**config.mk**
```make
export PLATFORM = sky130hd
export DESIGN_NAME = regfile_mp
export DESIGN_NICKNAME = d
export VERILOG_FILES = /design/src/rtl/rf_pkg.sv /design/src/rtl/rf_scoreboard.sv /design/src/rtl/regfile_mp.sv
export SDC_FILE = /design/constraint.sdc
export NUM_CORES = 2
export LEC_CHECK = 0
export CORE_UTILIZATION = 50
export DETAILED_ROUTE_END_ITERATION = 16
export PLACE_DENSITY = 0.69
export SLEW_MARGIN = 20
export SYNTH_ARGS = -nofsm -noshare
export SYNTH_HDL_FRONTEND = slang
export SYNTH_SLANG_ARGS = --single-unit
```
**constraint.sdc**
```tcl
create_clock -name clk_i -period 3 [get_ports clk_i]
set_clock_uncertainty 0.2 [all_clocks]
set_input_delay 0.45 -clock clk_i [delete_from_list [all_inputs] [get_ports clk_i]]
set_output_delay 0.45 -clock clk_i [all_outputs]
set_load 0.01 [all_outputs]
```
**src/rtl/rf_pkg.sv**
```systemverilog
// Shared types and helpers for the multi-port register file.
// Optional same-cycle write->read forwarding is enabled by defining RF_BYPASS_EN.
package rf_pkg;

    function automatic int unsigned rf_aw(input int unsigned n);
        return $clog2(n);
    endfunction

    localparam int unsigned RF_XLEN  = 32;
    localparam int unsigned RF_NREGS = 32;
    localparam int unsigned RF_AW    = rf_aw(RF_NREGS);

    typedef logic [RF_AW-1:0]   rf_addr_t;
    typedef logic [RF_XLEN-1:0] rf_word_t;

    localparam rf_addr_t RF_ZERO_REG = '0;

endpackage

```
**src/rtl/rf_scoreboard.sv**
```systemverilog
// Per-register pending scoreboard: alloc sets, any writeback lane clears, set wins.
// x0 is never pending.
module rf_scoreboard
    import rf_pkg::*;
#(
    parameter int unsigned NREGS = 32,
    parameter int unsigned NWR   = 2,
    parameter int unsigned AW    = rf_aw(NREGS)
) (
    input  logic              clk_i,
    input  logic              rst_ni,
    input  logic [NWR-1:0]    wr_en_i,
    input  logic [NWR*AW-1:0] wr_addr_i,
    input  logic              alloc_en_i,
    input  logic [AW-1:0]     alloc_addr_i,
    output logic [NREGS-1:0]  pending_o
);

    logic [NREGS-1:0] pending_q, pending_d;

    always_comb begin
        logic set_r;
        logic clr_r;
        pending_d = pending_q;
        set_r     = 1'b0;
        clr_r     = 1'b0;
        for (int r = 1; r < int'(NREGS); r++) begin
            set_r = alloc_en_i && (alloc_addr_i == AW'(r));
            clr_r = 1'b0;
            for (int l = 0; l < int'(NWR); l++) begin
                if (wr_en_i[l] && (wr_addr_i[l*AW +: AW] == AW'(r))) begin
                    clr_r = 1'b1;
                end
            end
            // A new producer issued while the old one retires keeps the register pending.
            if (set_r) begin
                pending_d[r] = 1'b1;
            end else if (clr_r) begin
                pending_d[r] = 1'b0;
            end
        end
        pending_d[0] = 1'b0;
    end

    always_ff @(posedge clk_i or negedge rst_ni) begin
        if (!rst_ni) begin
            pending_q <= '0;
        end else begin
            pending_q <= pending_d;
        end
    end

    assign pending_o = pending_q;

endmodule

```
**src/rtl/regfile_mp.sv**
```systemverilog
// Multi-port integer register file with pending scoreboard; x0 hardwired to zero.
// Define RF_BYPASS_EN for same-cycle write->read forwarding on every read port.
module regfile_mp
    import rf_pkg::*;
#(
    parameter int unsigned XLEN  = 32,
    parameter int unsigned NREGS = 32,
    parameter int unsigned NRD   = 3,
    parameter int unsigned NWR   = 2
) (
    input  logic                                 clk_i,
    input  logic                                 rst_ni,
    input  logic [NRD*rf_aw(NREGS)-1:0]          rs_addr_i,
    output logic [NRD*XLEN-1:0]                  rs_data_o,
    output logic [NRD-1:0]                       rs_busy_o,
    input  logic [NWR-1:0]                       wr_en_i,
    input  logic [NWR*rf_aw(NREGS)-1:0]          wr_addr_i,
    input  logic [NWR*XLEN-1:0]                  wr_data_i,
    input  logic                                 alloc_en_i,
    input  logic [rf_aw(NREGS)-1:0]              alloc_addr_i,
    output logic [NREGS-1:0]                     pending_vec_o
);

    localparam int unsigned AW = rf_aw(NREGS);

    logic [XLEN-1:0]  regs_q [NREGS];
    logic [XLEN-1:0]  regs_d [NREGS];
    logic [NREGS-1:0] pending;

    rf_scoreboard #(
        .NREGS (NREGS),
        .NWR   (NWR),
        .AW    (AW)
    ) u_scoreboard (
        .clk_i        (clk_i),
        .rst_ni       (rst_ni),
        .wr_en_i      (wr_en_i),
        .wr_addr_i    (wr_addr_i),
        .alloc_en_i   (alloc_en_i),
        .alloc_addr_i (alloc_addr_i),
        .pending_o    (pending)
    );

    assign pending_vec_o = pending;

    // Lanes applied in ascending order so the highest-indexed lane wins a conflict.
    always_comb begin
        logic [AW-1:0] wa;
        regs_d = regs_q;
        wa     = '0;
        for (int l = 0; l < int'(NWR); l++) begin
            wa = wr_addr_i[l*AW +: AW];
            if (wr_en_i[l] && (wa != '0)) begin
                regs_d[wa] = wr_data_i[l*XLEN +: XLEN];
            end
        end
        regs_d[0] = '0;
    end

    always_ff @(posedge clk_i or negedge rst_ni) begin
        if (!rst_ni) begin
            for (int i = 0; i < int'(NREGS); i++) begin
                regs_q[i] <= '0;
            end
        end else begin
            regs_q <= regs_d;
        end
    end

    always_comb begin
        logic [AW-1:0]   ra;
        logic [XLEN-1:0] rd;
        logic            rb;
        rs_data_o = '0;
        rs_busy_o = '0;
        ra        = '0;
        rd        = '0;
        rb        = 1'b0;
        for (int p = 0; p < int'(NRD); p++) begin
            ra = rs_addr_i[p*AW +: AW];
            rd = regs_q[ra];
            rb = pending[ra];
`ifdef RF_BYPASS_EN
            for (int l = 0; l < int'(NWR); l++) begin
                if (wr_en_i[l] && (wr_addr_i[l*AW +: AW] == ra)) begin
                    rd = wr_data_i[l*XLEN +: XLEN];
                    rb = alloc_en_i && (alloc_addr_i == ra);
                end
            end
`endif
            if (ra == '0) begin
                rd = '0;
                rb = 1'b0;
            end
            rs_data_o[p*XLEN +: XLEN] = rd;
            rs_busy_o[p]              = rb;
        end
    end

endmodule

```
==> run metrics <==
status=finished with violations; violated checks=negative setup slack; overall power=~0.06 W; Placer Congestion=between 1 and 1.5; CP Max Fanout=3; Die Footprint=146000 sq um; maxcap violations=0; vias in the first global route=68100; DRT Wirelength=363000 um; Synth Area in XOR/XNOR=0%; final hold viol count=0; syn nets=just over 7000; Core ar.=143000 sq um; fin crit share=109%; flops & latches, synth=roughly 1000; largest net degree at the start of global routing=114; post-synthesis compound-gate area fraction=approximately 15%; Reg-to-Reg Start=regs_q[515]$_DFF_PN0_; Final Slew Violations=0; Synth cell types=54; initial drt markers=12100; clk_lat worst skew=0.75 ns; placed insts=~9300; max incr delay on CP=roughly 0.47 ns; Least-Margin Pin Slew=0.731 ns; pre-CTS setup slack=-0.899 ns; Max stage delay cell, worst path=mux4_2; Remaining DRCs=0; # clock sinks=~1000; Lkg Pwr=approximately 39 nW; Post-synth top cells=dfrtp_1, mux2i_1, nand2_1; FILL cells=approximately 11000; Die Wd=about 380 um; Row Count=around 140; Initial Utilization=between 50% and 60%; Crit path required time=~2.4 ns; CTS Buffer Depth=3; total gr overflow=0; via count=about 70000; Crit path arrival time=2.63 ns; dominant synthesized flop cell=dfrtp_1; Root Buffer=clkbuf_16; Synth Cell Area=around 72000 sq um; Simple-Gate Fraction of Synth Area=9.31%; drt pass-1 iters=7; I/O pin count=230; critical-path cell list=buf_4 -> mux4_2 -> mux2i_2 -> buf_6 -> a32oi_1 -> and3_1 -> buf_2; Cell Area, Placed=84200 sq um; largest family of logic cells by synthesized area=multiplexers; Syn Inst Count=7111; maximum VDD drop=0.567 mV; Worst Hold Class=in -> async; dpl hpwl=240000 um; drt via density=7.31; CTS Buf Count=around 120; Setup WS post-layout=-0.277 ns; H-tree depth=3; P per Cell Area=between 600 and 700 nW/um^2; clk slew on worst S/H paths=0.06 ns; register area share after synthesis=35.4%; adder-cell share of the synthesized area=0%; worst setup path start=u_scoreboard.pending_o[18]$_DFFE_PN0P_; synth top area cells=dfrtp_1, mux4_2, mux2i_1, nand2_1, o21ai_0; Mapped Avg Cell Area=slightly above 10 sq um; PortBufs=roughly 230; Cell Count, Final, Fillers Out=around 9800; Async SR Flop Fraction=100%; die height=between 300 and 400 um; Synth-to-Final Area Change=27.9%; fin area=around 92000 sq um; EDFF count, synth=0; critical path type=reg -> out; CP Capture Type=primary output; crit path time final=~3.3 ns; post-synthesis mux area share=34.3%; final-report setup violation count=79; initial antenna violation count=20; Worst setup SP type=register; nets=a little under 8000; Total GRT Usage=48.8%; global-route wire length before repair=508000 um; Synth warnings=0; post-synth top area share=approximately 35%; ratio of cells with drive above 1 in the final layout=33.6%; count leader, synth=dfrtp_1; Fmax=between 0.3 and 0.4 GHz; post-synth top area cell=dfrtp_1; TritonCTS clock tree=done; RSZ-0062 raised after global routing=true; Final ANT Viol Nets=0; per-cell routed wire length=about 37 um; Rel. slew slack=51.2%
[area by class of cell]
cell class | count | area [sq um] | share of cell area (%)
Multi-Input combinational cell | 5185 | 45200 | 48.9
Tap cell | 1903 | 2380 | 2.58
Timing Repair Buffer | 1409 | 14800 | 16.0
Inverter | 20 | 77.6 | 0.0839
Antenna cell | 17 | 42.5 | 0.0460
Clock inverter | 50 | 833 | 0.901
Clock buffer | 167 | 3500 | 3.79
Sequential cell | 1023 | 25600 | 27.7
[repair_timing]
action	4_1_cts	5_1_grt
endpoints found under the hold margin	442	0
buffers inserted	178	60
pin swaps	133	92
setup endpoints to repair	99	97
gates resized for setup	902	159
hold buffers	2	0
gates cloned	2	1
[power breakdown]
group          leakage, nW  switching [W]  internal, W
sequential            12.6        0.00418       0.0174
combinational         24.1        0.00942       0.0108
clock                 2.13        0.00659      0.00995
total                 38.8         0.0202       0.0381
[through the flow]
stage / hold WS (ns) / TNS, ns / utilization [%]
after floorplan: -0.0456 / 0 / -
after global placement: 0.190 / -41.43 / 58.7
after detailed placement: 0.179 / -42.06 / 58.7
after CTS: 0.177 / -7.36 / 63.6
after global routing: 0.224 / -9.97 / 64.4
final: 0.199 / -8.17 / 64.4
[placed cells by master (no fill, tap or decap), types with 72 or more instances in the layout]
cell type	n
mux4_2	610
a21oi_1	501
dfrtp_1	1009
clkbuf_16	123
o21ai_1	83
a32oi_1	128
buf_4	830
mux2_2	72
o21ai_0	525
buf_12	277
mux2i_1	977
a22oi_1	203
buf_6	106
nor2_1	486
clkdlybuf4s50_1	113
nand2_1	843
[logic make-up after synthesis]
group,count (synthesis)
buf+inv,903
flops,1023
mux,1700
other cells,1
compound gates,1834
simple gates,1650
[final timing paths]
path                                                           to  slack, ns  depth (start not counted)
setup / recovery                                     rs_busy_o[0]      -0.28                          7
hold / removal                              regs_q[510]$_DFF_PN0_       0.20                          3
setup reg to reg                            regs_q[515]$_DFF_PN0_       1.64                          5
hold reg to reg            u_scoreboard.pending_o[31]$_DFFE_PN0P_       0.40                          2
max in group asynchronous                   regs_q[224]$_DFF_PN0_       1.64                          4
min in group clk_i                          regs_q[238]$_DFF_PN0_       0.31                          4
[sequential cells by signal, summed over array words and instances (netlist names)]
register	count
regs_q	992
u_scoreboard.pending_o	31
[worst max-delay path, delay by kind of cell (launching register included)]
kind	cells	cell delay, ns
buffers and inverters	3	0.51
and+or+nand+nor	1	0.16
DFF	1	0.40
muxes	2	0.66
AOI/OAI and AO/OA	1	0.12
[routing by layer]
layer / track usage, % / vias to the layer above / part of all wire (%)
met3: 21.3 / 1661 / 16
li1: - / 27900 / -
met1: 62.0 / 35100 / 35
met4: 33.9 / 20 / 8.2
met2: 66.3 / 6825 / 41
met5: 0 / - / 0.066
Note: power is estimated with default switching activity, not from simulation.
